[src/rtl/usb_rx_pkg.sv]
// usb_rx_pkg: shared state encoding and default timing constants for the USB full-speed receive controller
package usb_rx_pkg;
  typedef enum logic [2:0] {
    IDLE,
    SYNC_WAIT,
    SYNC_CHK,
    RECEIVE,
    STORE,
    EOP_WAIT,
    ERROR,
    ERR_WAIT
  } rx_state_t;
  localparam int DEF_CLKS_PER_BIT = 8;
  localparam int DEF_SAMPLE_PHASE = 3;
  localparam logic [7:0] DEF_SYNC_BYTE = 8'h80;
endpackage

[src/rtl/usb_rx_ctrl_timer.sv]
// rx_bit_timer: edge-resynced bit clock, shift strobes and bit/byte counting for usb_rx_ctrl
// USB_RX_STUFF_TIMEOUT_EN adds a ticks-since-last-edge counter for bit-stuff/stuck-bus detection.
module rx_bit_timer import usb_rx_pkg::*; #(
  parameter int CLKS_PER_BIT = DEF_CLKS_PER_BIT,
  parameter int SAMPLE_PHASE = DEF_SAMPLE_PHASE
) (
  input  logic       clk,
  input  logic       n_rst,
  input  logic       run_i,
  input  logic       d_edge_i,
  input  logic       eop_i,
  output logic       shift_enable_o,
  output logic       eop_tick_o,
  output logic       byte_received_o,
  output logic [2:0] bit_cnt_o
`ifdef USB_RX_STUFF_TIMEOUT_EN
  ,
  output logic       stuff_to_o
`endif
);
  localparam int CW = CLKS_PER_BIT > 1 ? $clog2(CLKS_PER_BIT) : 1;
  logic [CW-1:0] clk_cnt_q, clk_cnt_d;
  logic [2:0]    bit_cnt_q, bit_cnt_d;
  logic          byte_received_q, byte_received_d;
  logic          tick;
  always_comb begin
    tick            = run_i && clk_cnt_q == CW'(SAMPLE_PHASE);
    shift_enable_o  = tick && !eop_i;
    eop_tick_o      = tick && eop_i;
    // an edge wins over the natural wrap so the sample point tracks the transmitter
    clk_cnt_d       = (!run_i || d_edge_i || clk_cnt_q == CW'(CLKS_PER_BIT - 1)) ? '0 : clk_cnt_q + CW'(1);
    bit_cnt_d       = !run_i ? 3'd0 : shift_enable_o ? bit_cnt_q + 3'd1 : bit_cnt_q;
    byte_received_d = shift_enable_o && bit_cnt_q == 3'd7;
  end
  always_ff @(posedge clk or negedge n_rst)
    if (!n_rst) begin
      clk_cnt_q       <= '0;
      bit_cnt_q       <= 3'd0;
      byte_received_q <= 1'b0;
    end else begin
      clk_cnt_q       <= clk_cnt_d;
      bit_cnt_q       <= bit_cnt_d;
      byte_received_q <= byte_received_d;
    end
  assign byte_received_o = byte_received_q;
  assign bit_cnt_o       = bit_cnt_q;
`ifdef USB_RX_STUFF_TIMEOUT_EN
  logic [2:0] idle_q, idle_d;
  always_comb idle_d = (!run_i || d_edge_i) ? 3'd0 : (tick && idle_q != 3'd7) ? idle_q + 3'd1 : idle_q;
  always_ff @(posedge clk or negedge n_rst)
    if (!n_rst) idle_q <= 3'd0;
    else        idle_q <= idle_d;
  assign stuff_to_o = idle_q == 3'd7;
`endif
endmodule

[src/rtl/usb_rx_ctrl.sv]
// usb_rx_ctrl: packet sequencer for the USB full-speed receiver (SYNC check, byte stores, EOP and error handling)
// USB_RX_STUFF_TIMEOUT_EN enables bit-stuff violation and stuck-bus timeouts.
module usb_rx_ctrl import usb_rx_pkg::*; #(
  parameter int         CLKS_PER_BIT = DEF_CLKS_PER_BIT,
  parameter int         SAMPLE_PHASE = DEF_SAMPLE_PHASE,
  parameter logic [7:0] SYNC_BYTE    = DEF_SYNC_BYTE
) (
  input  logic       clk,
  input  logic       n_rst,
  input  logic       d_edge,
  input  logic       eop,
  input  logic [7:0] rcv_data,
  output logic       rcving,
  output logic       shift_enable,
  output logic       byte_received,
  output logic       w_enable,
  output logic       r_error
);
  rx_state_t  state_q, state_d;
  logic       r_error_q, r_error_d;
  logic       eop_tick;
  logic [2:0] bit_cnt;
  logic       stuff_to;
`ifdef USB_RX_STUFF_TIMEOUT_EN
  rx_bit_timer #(.CLKS_PER_BIT(CLKS_PER_BIT), .SAMPLE_PHASE(SAMPLE_PHASE)) u_timer (
    .clk(clk), .n_rst(n_rst), .run_i(rcving), .d_edge_i(d_edge), .eop_i(eop),
    .shift_enable_o(shift_enable), .eop_tick_o(eop_tick), .byte_received_o(byte_received),
    .bit_cnt_o(bit_cnt), .stuff_to_o(stuff_to)
  );
`else
  rx_bit_timer #(.CLKS_PER_BIT(CLKS_PER_BIT), .SAMPLE_PHASE(SAMPLE_PHASE)) u_timer (
    .clk(clk), .n_rst(n_rst), .run_i(rcving), .d_edge_i(d_edge), .eop_i(eop),
    .shift_enable_o(shift_enable), .eop_tick_o(eop_tick), .byte_received_o(byte_received),
    .bit_cnt_o(bit_cnt)
  );
  assign stuff_to = 1'b0;
`endif
  always_ff @(posedge clk or negedge n_rst)
    if (!n_rst) begin
      state_q   <= IDLE;
      r_error_q <= 1'b0;
    end else begin
      state_q   <= state_d;
      r_error_q <= r_error_d;
    end
  always_comb begin
    state_d = state_q;
    case (state_q)
      IDLE:      state_d = d_edge ? SYNC_WAIT : IDLE;
      SYNC_WAIT: state_d = byte_received ? SYNC_CHK : (eop_tick || stuff_to) ? ERROR : SYNC_WAIT;
      SYNC_CHK:  state_d = rcv_data == SYNC_BYTE ? RECEIVE : ERROR;
      RECEIVE:   state_d = byte_received ? STORE :
                           eop_tick ? (bit_cnt == 3'd0 ? EOP_WAIT : ERROR) :
                           stuff_to ? ERROR : RECEIVE;
      STORE:     state_d = RECEIVE;
      EOP_WAIT:  state_d = (d_edge || stuff_to) ? IDLE : EOP_WAIT;
      ERROR:     state_d = eop_tick ? ERR_WAIT : ERROR;
      ERR_WAIT:  state_d = (d_edge || stuff_to) ? IDLE : ERR_WAIT;
      default:   state_d = IDLE;
    endcase
    // error is sticky across IDLE until the next packet actually starts
    r_error_d = (state_q == IDLE && d_edge) ? 1'b0 : (state_d == ERROR) ? 1'b1 : r_error_q;
  end
  assign rcving   = state_q != IDLE;
  assign w_enable = state_q == STORE;
  assign r_error  = r_error_q;
endmodule

[config.mk]
export PLATFORM = sky130hd
export DESIGN_NAME = usb_rx_ctrl
export DESIGN_NICKNAME = d
export VERILOG_FILES = /design/src/rtl/usb_rx_pkg.sv /design/src/rtl/usb_rx_ctrl_timer.sv /design/src/rtl/usb_rx_ctrl.sv
export SDC_FILE = /design/constraint.sdc
export NUM_CORES = 1
export LEC_CHECK = 0
export BUFFER_PORTS_ARGS = -buffer_cell sky130_fd_sc_hd__buf_2
export CAP_MARGIN = 20
export CORE_UTILIZATION = 51
export DETAILED_ROUTE_END_ITERATION = 8
export HOLD_SLACK_MARGIN = 0.08
export PLACE_DENSITY = 0.82
export SLEW_MARGIN = 30
export SYNTH_ARGS = -nofsm -noshare
export SYNTH_HDL_FRONTEND = slang
export SYNTH_SLANG_ARGS = --single-unit
[constraint.sdc]
create_clock -name clk -period 2.2 [get_ports clk]
set_clock_uncertainty 0.2 [all_clocks]
set_input_delay 0.44 -clock clk [delete_from_list [all_inputs] [get_ports clk]]
set_output_delay 0.44 -clock clk [all_outputs]
set_load 0.005 [all_outputs]
==> impl_metrics.env <==
export IMPL_status="finished clean"
export IMPL_netlist_area_um2=718
export IMPL_grt_max_degree=12
export IMPL_grt_pass1_vias=498
export IMPL_synth_flop_cell="dfrtp_1"
export IMPL_timing_critical_path_buf_inv=1
export IMPL_p_total_uw=872
export IMPL_drc_errors=0
export IMPL_instances_no_fill=104
export IMPL_synth_ff_latch_count=11
export IMPL_vias=586
export IMPL_slowest_delay_ns=0.39
export IMPL_synth_edf_count=0
export IMPL_dieArea_um2=1560
export IMPL_slew_headroom_pct=70.3
export IMPL_clkTransAtPathRegs_ns=0.07
export IMPL_ff_latch_area_um2=275
export IMPL_htree_levels=1
export IMPL_finalWirelength_um=1270
export IMPL_crit_family="flip-flops"
export IMPL_rows=13
export IMPL_cts_root_buf="clkbuf_4"
export IMPL_cts_max_path_buffers=2
export IMPL_insertedDiodeCount=0
export IMPL_path_cells="ha_2 > ha_4 > nor2b_4 > and2_4 > buf_2"
export IMPL_crit_path_start_kind="flop"
export IMPL_ir_worst_vdd_uv=415
export IMPL_post_dp_cell_area_um2=783
export IMPL_ys_seq_area_share_pct=38.3
export IMPL_post_drt_via_cell_ratio=5.63
export IMPL_slew_viol_final=0
export IMPL_rrSetupSlack_ns=0.33
export IMPL_hold_slack_ns=0.213
export IMPL_wl_per_cell_um=12.3
export IMPL_io_pins=17
export IMPL_syn_nets=89
export IMPL_drive_above_1_share_pct=34.8
export IMPL_cts_sinks=11
export IMPL_die_h_um=39.5
export IMPL_drv_cap=0
export IMPL_cts_buffers=3
export IMPL_yosys_warnings=0
export IMPL_place_congestion=0.789
export IMPL_grt_usage_pct=19.2
export IMPL_drt_first_pass_iters=4
export IMPL_timing_final_crit_share_pct=95.9
export IMPL_async_flop_share_pct=100
export IMPL_grt_pass1_wl_um=1950
export IMPL_slowest_stage="dfrtp_1"
export IMPL_powerDensity_nw_per_um2=1040
export IMPL_multi_input_area_um2=398
export IMPL_p_leak_nw=0.401
export IMPL_antenna_found_initial=0
export IMPL_fmax_ghz=0.474
export IMPL_place_inst=99
export IMPL_gr_total_overflow=0
export IMPL_hold_violations=0
export IMPL_place_hpwl_um=955
export IMPL_ant_nets=0
export IMPL_postLayoutCoreUtil_pct=64.7
export IMPL_fin_ws_ns=0.0907
export IMPL_cp_required_ns=1.56
export IMPL_drtIter0Drc=8
export IMPL_rsz0062_at_grt="no"
export IMPL_synth_distinct_cells=33
export IMPL_tns_ns=0
export IMPL_floorplan_initialDensity_pct=55.2
export IMPL_syn_to_final_growth_pct=17.2
export IMPL_core_area_um2=1300
export IMPL_worst_pin_slew_ns=0.446
export IMPL_crit_type="reg2out"
export IMPL_min_period_ns=2.11
export IMPL_synth_avg_cell_area_um2=10.1
export IMPL_cts_tree="yes"
export IMPL_nets=108
export IMPL_worstPathMaxFanout=5
export IMPL_die_w_um=39.5
export IMPL_setup_viol=0
export IMPL_hold_path_class="in2reg"
export IMPL_syn_inst=71
export IMPL_crit_path_end_kind="output pin"
export IMPL_place_ws_ns=0.210
export IMPL_design_area_um2=842
export IMPL_clk_insertion_delay_late_ns=0.26
export IMPL_numPortBuffers=16
export IMPL_n_fill_cell=112
export IMPL_critical_path_arrival_ns=1.47
-- worst paths after layout --
kind                                            from                       to  depth (start not counted)
worst max-delay path            u_timer.clk_cnt_q[0]             shift_enable                          5
min in group asynchronous                      n_rst               state_q[0]                          2
max in group asynchronous                      n_rst  u_timer.byte_received_o                          2
worst min register to register  u_timer.clk_cnt_q[0]     u_timer.clk_cnt_q[0]                          1
worst min-delay path                          d_edge     u_timer.clk_cnt_q[1]                          2
worst max register to register  u_timer.clk_cnt_q[0]                  r_error                          6
-- registers in the layout (all words and copies together) (netlist names) --
register,count
u_timer.byte_received_o,1
state_q,3
r_error,1
u_timer.bit_cnt_o,3
u_timer.clk_cnt_q,3
-- cell type report --
| class | instances | share of cell area, % |
|---|---|---|
| Tap cell | 15 | 2.23 |
| Multi-Input combinational cell | 49 | 47.3 |
| Timing Repair Buffer | 18 | 11.6 |
| Clock buffer | 4 | 3.12 |
| Sequential cell | 11 | 32.7 |
| Inverter | 7 | 3.12 |
-- synth_stat cells, drive strengths merged (2+ instances only) --
cell	n	share of area [%]
a21oi	2	1.4
o21ai	3	2.1
nor4b	2	2.4
inv	7	3.7
dfrtp	11	38
o31ai	2	3.5
nand3b	2	2.1
nand2	9	4.7
nor4	3	2.6
buf	4	5.7
nor3b	3	3.8
ha	6	10
-- worst register-to-register path, cell delays in order (launching register included) --
cell and delay, ns:
dfrtp_1 0.36, ha_2 0.22, ha_4 0.16, a21oi_1 0.06
or3_1 0.30, a41o_1 0.26, o31ai_2 0.22
-- where the power goes --
| group | leakage (nW) | internal (mW) | switching, mW |
|---|---|---|---|
| Sequential | 0.142 | 0.267 | 0.0990 |
| Combinational | 0.244 | 0.196 | 0.178 |
| Clock | 0.0150 | 0.0702 | 0.0629 |
-- layer usage --
| metal | vias to the layer above | track usage, % | routed length (um) |
|---|---|---|---|
| met5 | - | 0 | 0 |
| met1 | 277 | 22.4 | 595 |
| li1 | 290 | - | - |
| met2 | 15 | 32.8 | 608 |
| met4 | 0 | 12.9 | 21 |
| met3 | 4 | 1.70 | 48 |
-- cells in the final DEF, fill, tap and decap left out, drive strengths merged, types with 3 or more instances in the layout --
| cell type | n |
|---|---|
| o21ai | 3 |
| nor4 | 3 |
| inv | 7 |
| buf | 17 |
| clkbuf | 4 |
| dfrtp | 11 |
| nor3b | 3 |
| nand2 | 9 |
| ha | 6 |
-- timing repair --
action / in CTS / in global routing
gates resized for setup: 3 / 2
hold buffers: 1 / 0
endpoints found under the setup margin: 1 / 1
endpoints found under the hold margin: 11 / 0
buffers inserted: 0 / 0
-- cell families after synthesis --
family | share of synthesized area [%]
xor gates and xnor gates | 1.22
AOI/OAI and AO/OA | 15.2
and+or+nand+nor | 25.4
buffers and inverters | 9.41
adders and majority gates | 10.5
DFF | 38.3
Power figures use the tool's default switching activity.
